[src/rtl/mc_ctrl_fsm_pkg.sv]
// Shared encodings for the multi-cycle control unit: states, instruction
// classes, opcode/funct values, datapath mux selects and trap causes.
package mc_pkg;

    typedef enum logic [2:0] {
        S_IF, S_ID, S_EX, S_MEM, S_WB, S_BR, S_JMP, S_TRAP
    } state_t;

    typedef enum logic [2:0] {
        CL_R, CL_MEMLD, CL_MEMST, CL_IMM, CL_BR, CL_JMP, CL_JR, CL_ILLEGAL
    } iclass_t;

    localparam logic [5:0] OP_RTYPE = 6'h00;
    localparam logic [5:0] OP_J     = 6'h02;
    localparam logic [5:0] OP_JAL   = 6'h03;
    localparam logic [5:0] OP_BEQ   = 6'h04;
    localparam logic [5:0] OP_ADDI  = 6'h08;
    localparam logic [5:0] OP_ADDIU = 6'h09;
    localparam logic [5:0] OP_LUI   = 6'h0F;
    localparam logic [5:0] OP_LW    = 6'h23;
    localparam logic [5:0] OP_SW    = 6'h2B;

    localparam logic [5:0] FN_SLL  = 6'h00;
    localparam logic [5:0] FN_SRL  = 6'h02;
    localparam logic [5:0] FN_SRA  = 6'h03;
    localparam logic [5:0] FN_JR   = 6'h08;
    localparam logic [5:0] FN_JALR = 6'h09;

    localparam logic [3:0] ALU_ADD   = 4'b0000;
    localparam logic [3:0] ALU_SUB   = 4'b0001;
    localparam logic [3:0] ALU_FUNCT = 4'b0010;

    localparam logic [1:0] REGDST_RA = 2'b00;
    localparam logic [1:0] REGDST_RT = 2'b01;
    localparam logic [1:0] REGDST_RD = 2'b10;

    localparam logic [1:0] SRCA_PC    = 2'b00;
    localparam logic [1:0] SRCA_SHAMT = 2'b01;
    localparam logic [1:0] SRCA_RS    = 2'b10;

    localparam logic [1:0] SRCB_RT      = 2'b00;
    localparam logic [1:0] SRCB_FOUR    = 2'b01;
    localparam logic [1:0] SRCB_IMM     = 2'b10;
    localparam logic [1:0] SRCB_IMM_SH2 = 2'b11;

    localparam logic [1:0] PCSRC_ALUOUT = 2'b00;
    localparam logic [1:0] PCSRC_ALU    = 2'b01;
    localparam logic [1:0] PCSRC_RS     = 2'b10;
    localparam logic [1:0] PCSRC_JUMP   = 2'b11;

    localparam logic [1:0] TRAP_NONE    = 2'b00;
    localparam logic [1:0] TRAP_ILLEGAL = 2'b01;
    localparam logic [1:0] TRAP_TIMEOUT = 2'b10;

endpackage

[src/rtl/mc_ctrl_fsm_if.sv]
// Control bus between the multi-cycle FSM (master) and the datapath/memory
// side (slave): IR fields and mem_ready in, all datapath strobes out.
interface mc_if #(parameter int OP_W = 6);
    logic [OP_W-1:0] opcode;
    logic [OP_W-1:0] funct;
    logic            mem_ready;
    logic            mem_req, MemRead, MemWrite, IorD;
    logic            IRWrite, PCWrite, PCWriteCond, RegWrite;
    logic            MemtoReg, ExtOp, LuiOp;
    logic [1:0]      RegDst, ALUSrcA, ALUSrcB, PCSource;
    logic [3:0]      ALUOp;
    logic            retired, trap;
    logic [1:0]      trap_cause;

    modport master (
        input  opcode, funct, mem_ready,
        output mem_req, MemRead, MemWrite, IorD, IRWrite, PCWrite, PCWriteCond,
               RegWrite, MemtoReg, ExtOp, LuiOp, RegDst, ALUSrcA, ALUSrcB,
               PCSource, ALUOp, retired, trap, trap_cause
    );

    modport slave (
        output opcode, funct, mem_ready,
        input  mem_req, MemRead, MemWrite, IorD, IRWrite, PCWrite, PCWriteCond,
               RegWrite, MemtoReg, ExtOp, LuiOp, RegDst, ALUSrcA, ALUSrcB,
               PCSource, ALUOp, retired, trap, trap_cause
    );
endinterface

[src/rtl/mc_ctrl_fsm_decode.sv]
// Combinational opcode/funct to instruction-class decoder.
module mc_decode
    import mc_pkg::*;
#(
    parameter int OP_W = 6
) (
    input  logic [OP_W-1:0] i_opcode,
    input  logic [OP_W-1:0] i_funct,
    output iclass_t         o_class
);

    always_comb begin
        o_class = CL_ILLEGAL;
        case (i_opcode)
            OP_W'(OP_RTYPE):
                o_class = (i_funct == OP_W'(FN_JR) || i_funct == OP_W'(FN_JALR)) ? CL_JR : CL_R;
            OP_W'(OP_LW):                                 o_class = CL_MEMLD;
            OP_W'(OP_SW):                                 o_class = CL_MEMST;
            OP_W'(OP_ADDI), OP_W'(OP_ADDIU), OP_W'(OP_LUI): o_class = CL_IMM;
            OP_W'(OP_BEQ):                                o_class = CL_BR;
            OP_W'(OP_J), OP_W'(OP_JAL):                   o_class = CL_JMP;
            default:                                      o_class = CL_ILLEGAL;
        endcase
    end

endmodule

[src/rtl/mc_ctrl_fsm.sv]
// Multi-cycle MIPS-subset control FSM with request/ready memory handshake,
// retire pulse and trapping. MC_TIMEOUT_EN enables the memory-wait timeout.
module mc_ctrl_fsm
    import mc_pkg::*;
#(
    parameter int OP_W        = 6,
    parameter int TIMEOUT_CYC = 16,
    parameter int CNT_W       = 5
) (
    input  logic clk,
    input  logic reset,
    mc_if.master bus
);

`ifdef MC_TIMEOUT_EN
    localparam bit LP_TO_EN = 1'b1;
`else
    localparam bit LP_TO_EN = 1'b0;
`endif

    state_t           r_state, w_next;
    logic [1:0]       r_trap_cause, w_cause;
    logic [CNT_W-1:0] r_wait_cnt;
    iclass_t          w_class;
    logic             w_mem_phase, w_timeout, w_is_lui, w_is_jal, w_is_jalr, w_is_shift;

    mc_decode #(.OP_W(OP_W)) u_decode (
        .i_opcode (bus.opcode),
        .i_funct  (bus.funct),
        .o_class  (w_class)
    );

    assign w_mem_phase = (r_state == S_IF) || (r_state == S_MEM);
    assign w_is_lui    = bus.opcode == OP_W'(OP_LUI);
    assign w_is_jal    = bus.opcode == OP_W'(OP_JAL);
    assign w_is_jalr   = (w_class == CL_JR) && (bus.funct == OP_W'(FN_JALR));
    assign w_is_shift  = (bus.funct == OP_W'(FN_SLL)) || (bus.funct == OP_W'(FN_SRL)) ||
                         (bus.funct == OP_W'(FN_SRA));
    // Fires on the wait cycle that brings the count to TIMEOUT_CYC, so the
    // request is dropped on the following cycle. Constant 0 when disabled.
    assign w_timeout   = LP_TO_EN && w_mem_phase && !bus.mem_ready &&
                         (r_wait_cnt == CNT_W'(TIMEOUT_CYC - 1));

    always_ff @(posedge clk or negedge reset) begin
        if (!reset) begin
            r_state      <= S_IF;
            r_trap_cause <= TRAP_NONE;
            r_wait_cnt   <= '0;
        end else begin
            r_state <= w_next;
            if (w_next == S_TRAP)
                r_trap_cause <= w_cause;
            if (w_next != r_state || bus.mem_ready)
                r_wait_cnt <= '0;
            else if (w_mem_phase && r_wait_cnt != '1)
                r_wait_cnt <= r_wait_cnt + CNT_W'(1);
        end
    end

    always_comb begin
        w_next  = r_state;
        w_cause = TRAP_TIMEOUT;
        case (r_state)
            S_IF: begin
                if (bus.mem_ready)  w_next = S_ID;
                else if (w_timeout) w_next = S_TRAP;
            end
            S_ID: begin
                case (w_class)
                    CL_R, CL_MEMLD, CL_MEMST, CL_IMM: w_next = S_EX;
                    CL_BR:                            w_next = S_BR;
                    CL_JMP, CL_JR:                    w_next = S_JMP;
                    default: begin
                        w_next  = S_TRAP;
                        w_cause = TRAP_ILLEGAL;
                    end
                endcase
            end
            S_EX:  w_next = (w_class == CL_MEMLD || w_class == CL_MEMST) ? S_MEM : S_WB;
            S_MEM: begin
                if (bus.mem_ready)  w_next = (w_class == CL_MEMST) ? S_IF : S_WB;
                else if (w_timeout) w_next = S_TRAP;
            end
            default: w_next = S_IF;
        endcase
    end

    assign bus.trap_cause = r_trap_cause;

    // Gated by reset so an in-flight request drops the moment reset asserts.
    always_comb begin
        bus.mem_req     = 1'b0;
        bus.MemRead     = 1'b0;
        bus.MemWrite    = 1'b0;
        bus.IorD        = 1'b0;
        bus.IRWrite     = 1'b0;
        bus.PCWrite     = 1'b0;
        bus.PCWriteCond = 1'b0;
        bus.RegWrite    = 1'b0;
        bus.MemtoReg    = 1'b0;
        bus.ExtOp       = 1'b0;
        bus.LuiOp       = 1'b0;
        bus.RegDst      = REGDST_RA;
        bus.ALUSrcA     = SRCA_PC;
        bus.ALUSrcB     = SRCB_RT;
        bus.PCSource    = PCSRC_ALUOUT;
        bus.ALUOp       = ALU_ADD;
        bus.retired     = 1'b0;
        bus.trap        = 1'b0;
        if (reset) begin
            case (r_state)
                S_IF: begin
                    bus.mem_req  = 1'b1;
                    bus.MemRead  = 1'b1;
                    bus.ALUSrcB  = SRCB_FOUR;
                    bus.PCSource = PCSRC_ALU;
                    bus.IRWrite  = bus.mem_ready;
                    bus.PCWrite  = bus.mem_ready;
                end
                S_ID: bus.ALUSrcB = SRCB_IMM_SH2;
                S_EX: begin
                    if (w_class == CL_R) begin
                        bus.ALUSrcA = w_is_shift ? SRCA_SHAMT : SRCA_RS;
                        bus.ALUOp   = ALU_FUNCT;
                    end else begin
                        bus.ALUSrcA = SRCA_RS;
                        bus.ALUSrcB = SRCB_IMM;
                        bus.LuiOp   = w_is_lui;
                        bus.ExtOp   = !w_is_lui;
                    end
                end
                S_MEM: begin
                    bus.mem_req  = 1'b1;
                    bus.IorD     = 1'b1;
                    bus.MemRead  = (w_class == CL_MEMLD);
                    bus.MemWrite = (w_class == CL_MEMST);
                    bus.retired  = (w_class == CL_MEMST) && bus.mem_ready;
                end
                S_WB: begin
                    bus.RegWrite = 1'b1;
                    bus.RegDst   = (w_class == CL_R) ? REGDST_RD : REGDST_RT;
                    bus.MemtoReg = (w_class == CL_MEMLD);
                    bus.retired  = 1'b1;
                end
                S_BR: begin
                    bus.ALUSrcA     = SRCA_RS;
                    bus.PCWriteCond = 1'b1;
                    bus.ALUOp       = ALU_SUB;
                    bus.retired     = 1'b1;
                end
                S_JMP: begin
                    bus.PCWrite  = 1'b1;
                    bus.PCSource = (w_class == CL_JR) ? PCSRC_RS : PCSRC_JUMP;
                    bus.RegWrite = w_is_jal || w_is_jalr;
                    bus.RegDst   = w_is_jalr ? REGDST_RD : REGDST_RA;
                    bus.retired  = 1'b1;
                end
                S_TRAP: bus.trap = 1'b1;
                default: ;
            endcase
        end
    end

endmodule

[src/flat_wrapper.sv]
// flat-port wrapper written by rule: the top's interface ports become plain ports
module mc_ctrl_fsm_flat import mc_pkg::*;
#(
    parameter int OP_W        = 6,
    parameter int TIMEOUT_CYC = 16,
    parameter int CNT_W       = 5
)
  (clk, reset, bus_opcode, bus_funct, bus_mem_ready, bus_mem_req, bus_MemRead, bus_MemWrite, bus_IorD, bus_IRWrite, bus_PCWrite, bus_PCWriteCond, bus_RegWrite, bus_MemtoReg, bus_ExtOp, bus_LuiOp, bus_RegDst, bus_ALUSrcA, bus_ALUSrcB, bus_PCSource, bus_ALUOp, bus_retired, bus_trap, bus_trap_cause);
  mc_if #(.OP_W(OP_W)) bus_i ();
  input  logic clk;
  input  logic reset;
  input wire logic [$bits(bus_i.opcode)-1:0] bus_opcode;
  input wire logic [$bits(bus_i.funct)-1:0] bus_funct;
  input wire logic [$bits(bus_i.mem_ready)-1:0] bus_mem_ready;
  output wire logic [$bits(bus_i.mem_req)-1:0] bus_mem_req;
  output wire logic [$bits(bus_i.MemRead)-1:0] bus_MemRead;
  output wire logic [$bits(bus_i.MemWrite)-1:0] bus_MemWrite;
  output wire logic [$bits(bus_i.IorD)-1:0] bus_IorD;
  output wire logic [$bits(bus_i.IRWrite)-1:0] bus_IRWrite;
  output wire logic [$bits(bus_i.PCWrite)-1:0] bus_PCWrite;
  output wire logic [$bits(bus_i.PCWriteCond)-1:0] bus_PCWriteCond;
  output wire logic [$bits(bus_i.RegWrite)-1:0] bus_RegWrite;
  output wire logic [$bits(bus_i.MemtoReg)-1:0] bus_MemtoReg;
  output wire logic [$bits(bus_i.ExtOp)-1:0] bus_ExtOp;
  output wire logic [$bits(bus_i.LuiOp)-1:0] bus_LuiOp;
  output wire logic [$bits(bus_i.RegDst)-1:0] bus_RegDst;
  output wire logic [$bits(bus_i.ALUSrcA)-1:0] bus_ALUSrcA;
  output wire logic [$bits(bus_i.ALUSrcB)-1:0] bus_ALUSrcB;
  output wire logic [$bits(bus_i.PCSource)-1:0] bus_PCSource;
  output wire logic [$bits(bus_i.ALUOp)-1:0] bus_ALUOp;
  output wire logic [$bits(bus_i.retired)-1:0] bus_retired;
  output wire logic [$bits(bus_i.trap)-1:0] bus_trap;
  output wire logic [$bits(bus_i.trap_cause)-1:0] bus_trap_cause;
  assign bus_i.opcode = bus_opcode;
  assign bus_i.funct = bus_funct;
  assign bus_i.mem_ready = bus_mem_ready;
  assign bus_mem_req = bus_i.mem_req;
  assign bus_MemRead = bus_i.MemRead;
  assign bus_MemWrite = bus_i.MemWrite;
  assign bus_IorD = bus_i.IorD;
  assign bus_IRWrite = bus_i.IRWrite;
  assign bus_PCWrite = bus_i.PCWrite;
  assign bus_PCWriteCond = bus_i.PCWriteCond;
  assign bus_RegWrite = bus_i.RegWrite;
  assign bus_MemtoReg = bus_i.MemtoReg;
  assign bus_ExtOp = bus_i.ExtOp;
  assign bus_LuiOp = bus_i.LuiOp;
  assign bus_RegDst = bus_i.RegDst;
  assign bus_ALUSrcA = bus_i.ALUSrcA;
  assign bus_ALUSrcB = bus_i.ALUSrcB;
  assign bus_PCSource = bus_i.PCSource;
  assign bus_ALUOp = bus_i.ALUOp;
  assign bus_retired = bus_i.retired;
  assign bus_trap = bus_i.trap;
  assign bus_trap_cause = bus_i.trap_cause;
  mc_ctrl_fsm #(.OP_W(OP_W), .TIMEOUT_CYC(TIMEOUT_CYC), .CNT_W(CNT_W)) u_core (.clk(clk), .reset(reset), .bus(bus_i));
endmodule
[config.mk]
export PLATFORM = sky130hd
export DESIGN_NAME = mc_ctrl_fsm_flat
export DESIGN_NICKNAME = d
export VERILOG_FILES = /design/src/rtl/mc_ctrl_fsm_pkg.sv /design/src/rtl/mc_ctrl_fsm_if.sv /design/src/rtl/mc_ctrl_fsm_decode.sv /design/src/rtl/mc_ctrl_fsm.sv /design/src/flat_wrapper.sv
export SDC_FILE = /design/constraint.sdc
export NUM_CORES = 1
export LEC_CHECK = 0
export ABC_AREA = 0
export BUFFER_PORTS_ARGS = -buffer_cell sky130_fd_sc_hd__buf_4
export CAP_MARGIN = 40
export CORE_AREA = 8 8 56 58
export DETAILED_ROUTE_END_ITERATION = 10
export DIE_AREA = 0 0 64 66
export PLACE_DENSITY = 0.6
export SLEW_MARGIN = 0
export SYNTH_ARGS = -nofsm -noshare
export SYNTH_HDL_FRONTEND = slang
export SYNTH_SLANG_ARGS = --single-unit
export TNS_END_PERCENT = 20
[constraint.sdc]
create_clock -name clk -period 2.5 [get_ports clk]
set_input_delay 0.25 -clock clk [delete_from_list [all_inputs] [get_ports clk]]
set_output_delay 0.25 -clock clk [all_outputs]
set_load 0.1 [all_outputs]
==> impl_metrics.yaml <==
global_routing:
  grt_most_used_layer: "met2"
  use_met2: 0.205
  globalRouteMet1Util: 0.127
  antenna_found_initial: 0
  grt_pass1_wl_mm: 4.08
  track_usage: 0.110
  grt_max_degree: 17
  grt_overflow: 0
  grt_pass1_vias: 914
  use_met3: 0.0322
layout:
  num-fill-cells: 244
  area_growth_pct: 49.2
  final_util: 0.478
  final_nets: 166
  design_area_sq_um: 1110
  diodes: 0
  drive_gt1_frac: 0.367
floorplanning:
  die_area_sq_um: 4220
  rows: 18
  die_y_microns: 66
  start_util: 0.320
  die_w_microns: 64
  io_pins: 42
  core_sq_um: 2320
clock_network:
  insertion_delay_ps: 230
  ctsResizeCount: 0
  postCtsSetupBuffers: 0
  clockBufferDepth: 2
  cts_buffers: 3
  clkSlewWorstSetupHoldPaths_ps: 40
  htree_num_levels: 1
  clock-sinks: 5
  cts_tree: "yes"
  cts_hold_buf: 1
  cts_root_buffer: "clkbuf_4"
place:
  place_ws_ps: 170
  dpl.hpwl_mm: 2.04
  io_buffer_count: 39
  dpl-instance-area_sq_um: 1070
  place_congestion: 0.809
yosys:
  synth_cells: 114
  ys_warn_count: 0
  synth_cell_types: 39
  ys_seq_area_frac: 0.168
  ys_ff_latch: 5
  syn_area_per_cell_sq_um: 6.52
  syn_area_sq_um: 743
setup_path:
  crit_chain: "buf_4, or4b_4, or4b_4, mux2_4, nor2_2, buf_4"
  critical_path_class: "primary input to output port"
  cpMaxStageDelayCell: "or4b_4"
  slowest_delay_ps: 540
  cp-start-kind: "primary input"
  cp_max_fo: 3
  cp-end-kind: "output port"
  cp_data_arrival_time_ps: 2080
  required_ps: 2250
timing:
  fmax_mhz: 430
  finClkSkew_ps: 1.02
  whs_ps: 366
  finalWorstSetupSlack_ps: 173
  slew_violations: 0
  fin_crit_ps: 2330
  slew_headroom: 0.635
  final-setup-viol-count: 0
  worstMarginPinSlew_ps: 547
  post-route-period-util: 0.931
  rsz0062_at_grt: "false"
  hold_violations: 0
power_and_ir_drop:
  finalPower_uw: 1150
  total_leakage_power_uw: 0.000492
  power_density_nw_per_um2: 1040
  peakVddDrop_v: 0.000605
job:
  max-cap-violations: 0
detailed_routing:
  firstDrtPassIters: 4
  wire_per_inst_microns: 13.4
  drc_errors: 0
  wl_mm: 2.42
  vias: 931
  via_per_inst: 5.17
  drt_iter0_drc: 30
  ant_nets: 0
worst_hold_path:
  hp-class: "primary input to register"
status:
  outcome: "complete, no violations"
## worst max-delay path: cells and delay by family
kind                   cells  cell delay (ps)
muxes                      1              270
buffers and inverters      2              400
and+or+nand+nor            3             1140
## state kept, by name (all words and copies together) (netlist names)
| register | cells |
|---|---|
| u_core.bus.trap_cause | 2 |
| u_core.r_state | 3 |
## metal layers
metal	part of all wire	vias to the layer above	routed length, microns
met4	0	0	0
met3	0.076	0	183
li1	-	479	-
met5	0	-	0
met2	0.49	30	1190
met1	0.43	422	1040
## placed cells by master, fill, tap and decap left out, types with 2 or more instances in the layout
master / count
dfrtp_1: 5
a21oi_1: 7
or3_1: 4
buf_4: 39
nor2_1: 20
nand3_1: 6
nor3_2: 3
or4b_4: 2
o21ai_0: 6
o22ai_1: 2
nor2b_1: 2
clkbuf_4: 3
inv_1: 4
nand2_1: 8
nor3_1: 4
conb_1: 2
nand2b_1: 3
o21bai_1: 2
o31a_1: 2
nand4_1: 2
## per-stage QoR
| step | setup TNS [ps] | cells |
|---|---|---|
| 2_1_floorplan | -3430 | 115 |
| 3_3_place_gp | 0 | 175 |
| 3_5_place_dp | 0 | 175 |
| 4_1_cts | 0 | 180 |
| 5_1_grt | 0 | 180 |
| 6_report | 0 | 180 |
## Yosys cell counts
| master | instances | area [sq um] |
|---|---|---|
| nor3_1 | 8 | 40.0 |
| nor4_2 | 1 | 12.5 |
| or4b_4 | 2 | 27.5 |
| nand2_1 | 8 | 30.0 |
| o31ai_1 | 1 | 7.51 |
| buf_6 | 1 | 11.3 |
| buf_4 | 3 | 22.5 |
| inv_1 | 4 | 15.0 |
| nor3b_1 | 1 | 7.51 |
| or3_1 | 4 | 25.0 |
| nor4_1 | 2 | 12.5 |
| nor2b_1 | 2 | 12.5 |
| o311ai_0 | 1 | 8.76 |
| o21ai_0 | 6 | 30.0 |
| nand4_1 | 2 | 12.5 |
| conb_1 | 1 | 3.75 |
| and3b_1 | 1 | 8.76 |
| o211a_1 | 1 | 10.0 |
| nand3b_1 | 1 | 7.51 |
| mux2_4 | 1 | 15.0 |
| and3_1 | 1 | 6.26 |
| dfrtp_1 | 5 | 125 |
| and2_1 | 1 | 6.26 |
| o31a_1 | 2 | 17.5 |
| o21ai_1 | 1 | 5.00 |
| o21a_1 | 1 | 7.51 |
| o211ai_1 | 1 | 7.51 |
| o22ai_1 | 2 | 12.5 |
| nor2_2 | 1 | 6.26 |
| o21bai_1 | 2 | 15.0 |
| or2_2 | 1 | 6.26 |
| a31oi_1 | 1 | 6.26 |
| nand2b_1 | 3 | 18.8 |
| clkbuf_1 | 5 | 18.8 |
| nor2_1 | 20 | 75.1 |
| a21boi_0 | 2 | 15.0 |
| nand3_1 | 6 | 30.0 |
| a32oi_1 | 1 | 8.76 |
| a21oi_1 | 7 | 35.0 |
## final timing paths
check / slack (ps) / depth (start not counted) / start / end
worst max register to register: 760 / 4 / u_core.r_state[1] / u_core.bus.trap_cause[1]
min in group asynchronous: 380 / 2 / reset / u_core.bus.trap_cause[1]
worst max-delay path: 170 / 6 / bus_funct[2] / bus_RegDst[1]
worst min register to register: 490 / 2 / u_core.bus.trap_cause[0] / u_core.bus.trap_cause[0]
worst min-delay path: 370 / 3 / bus_opcode[4] / u_core.r_state[0]
max in group asynchronous: 1980 / 2 / reset / u_core.r_state[1]
## kinds of logic (layout without fill, tap and decap cells)
kind of cell	after synthesis	after routing	share of synthesized area
other cells	1	2	0.00505
compound gates	29	29	0.251
mux	1	1	0.0202
simple gates	65	65	0.465
buf+inv	13	48	0.0909
flops	5	5	0.168
## layout make-up
class,count,area (sq um),share of cell area
clock buffer,4,26.3,0.0237
tap,30,37.5,0.0339
multi-input combinational,97,602,0.543
timing repair buffer,40,303,0.273
inverter,4,15.0,0.0135
sequential,5,125,0.113
## report_power, final
part	internal, uW	switching (uW)	leakage [uW]	total [uW]
Clock	60.1	28.7	0.0000150	88.7
Combinational	199	670	0.000417	870
Sequential	103	86.9	0.0000600	190
Total	363	786	0.000492	1150
Note: power is estimated with default switching activity, not from simulation.
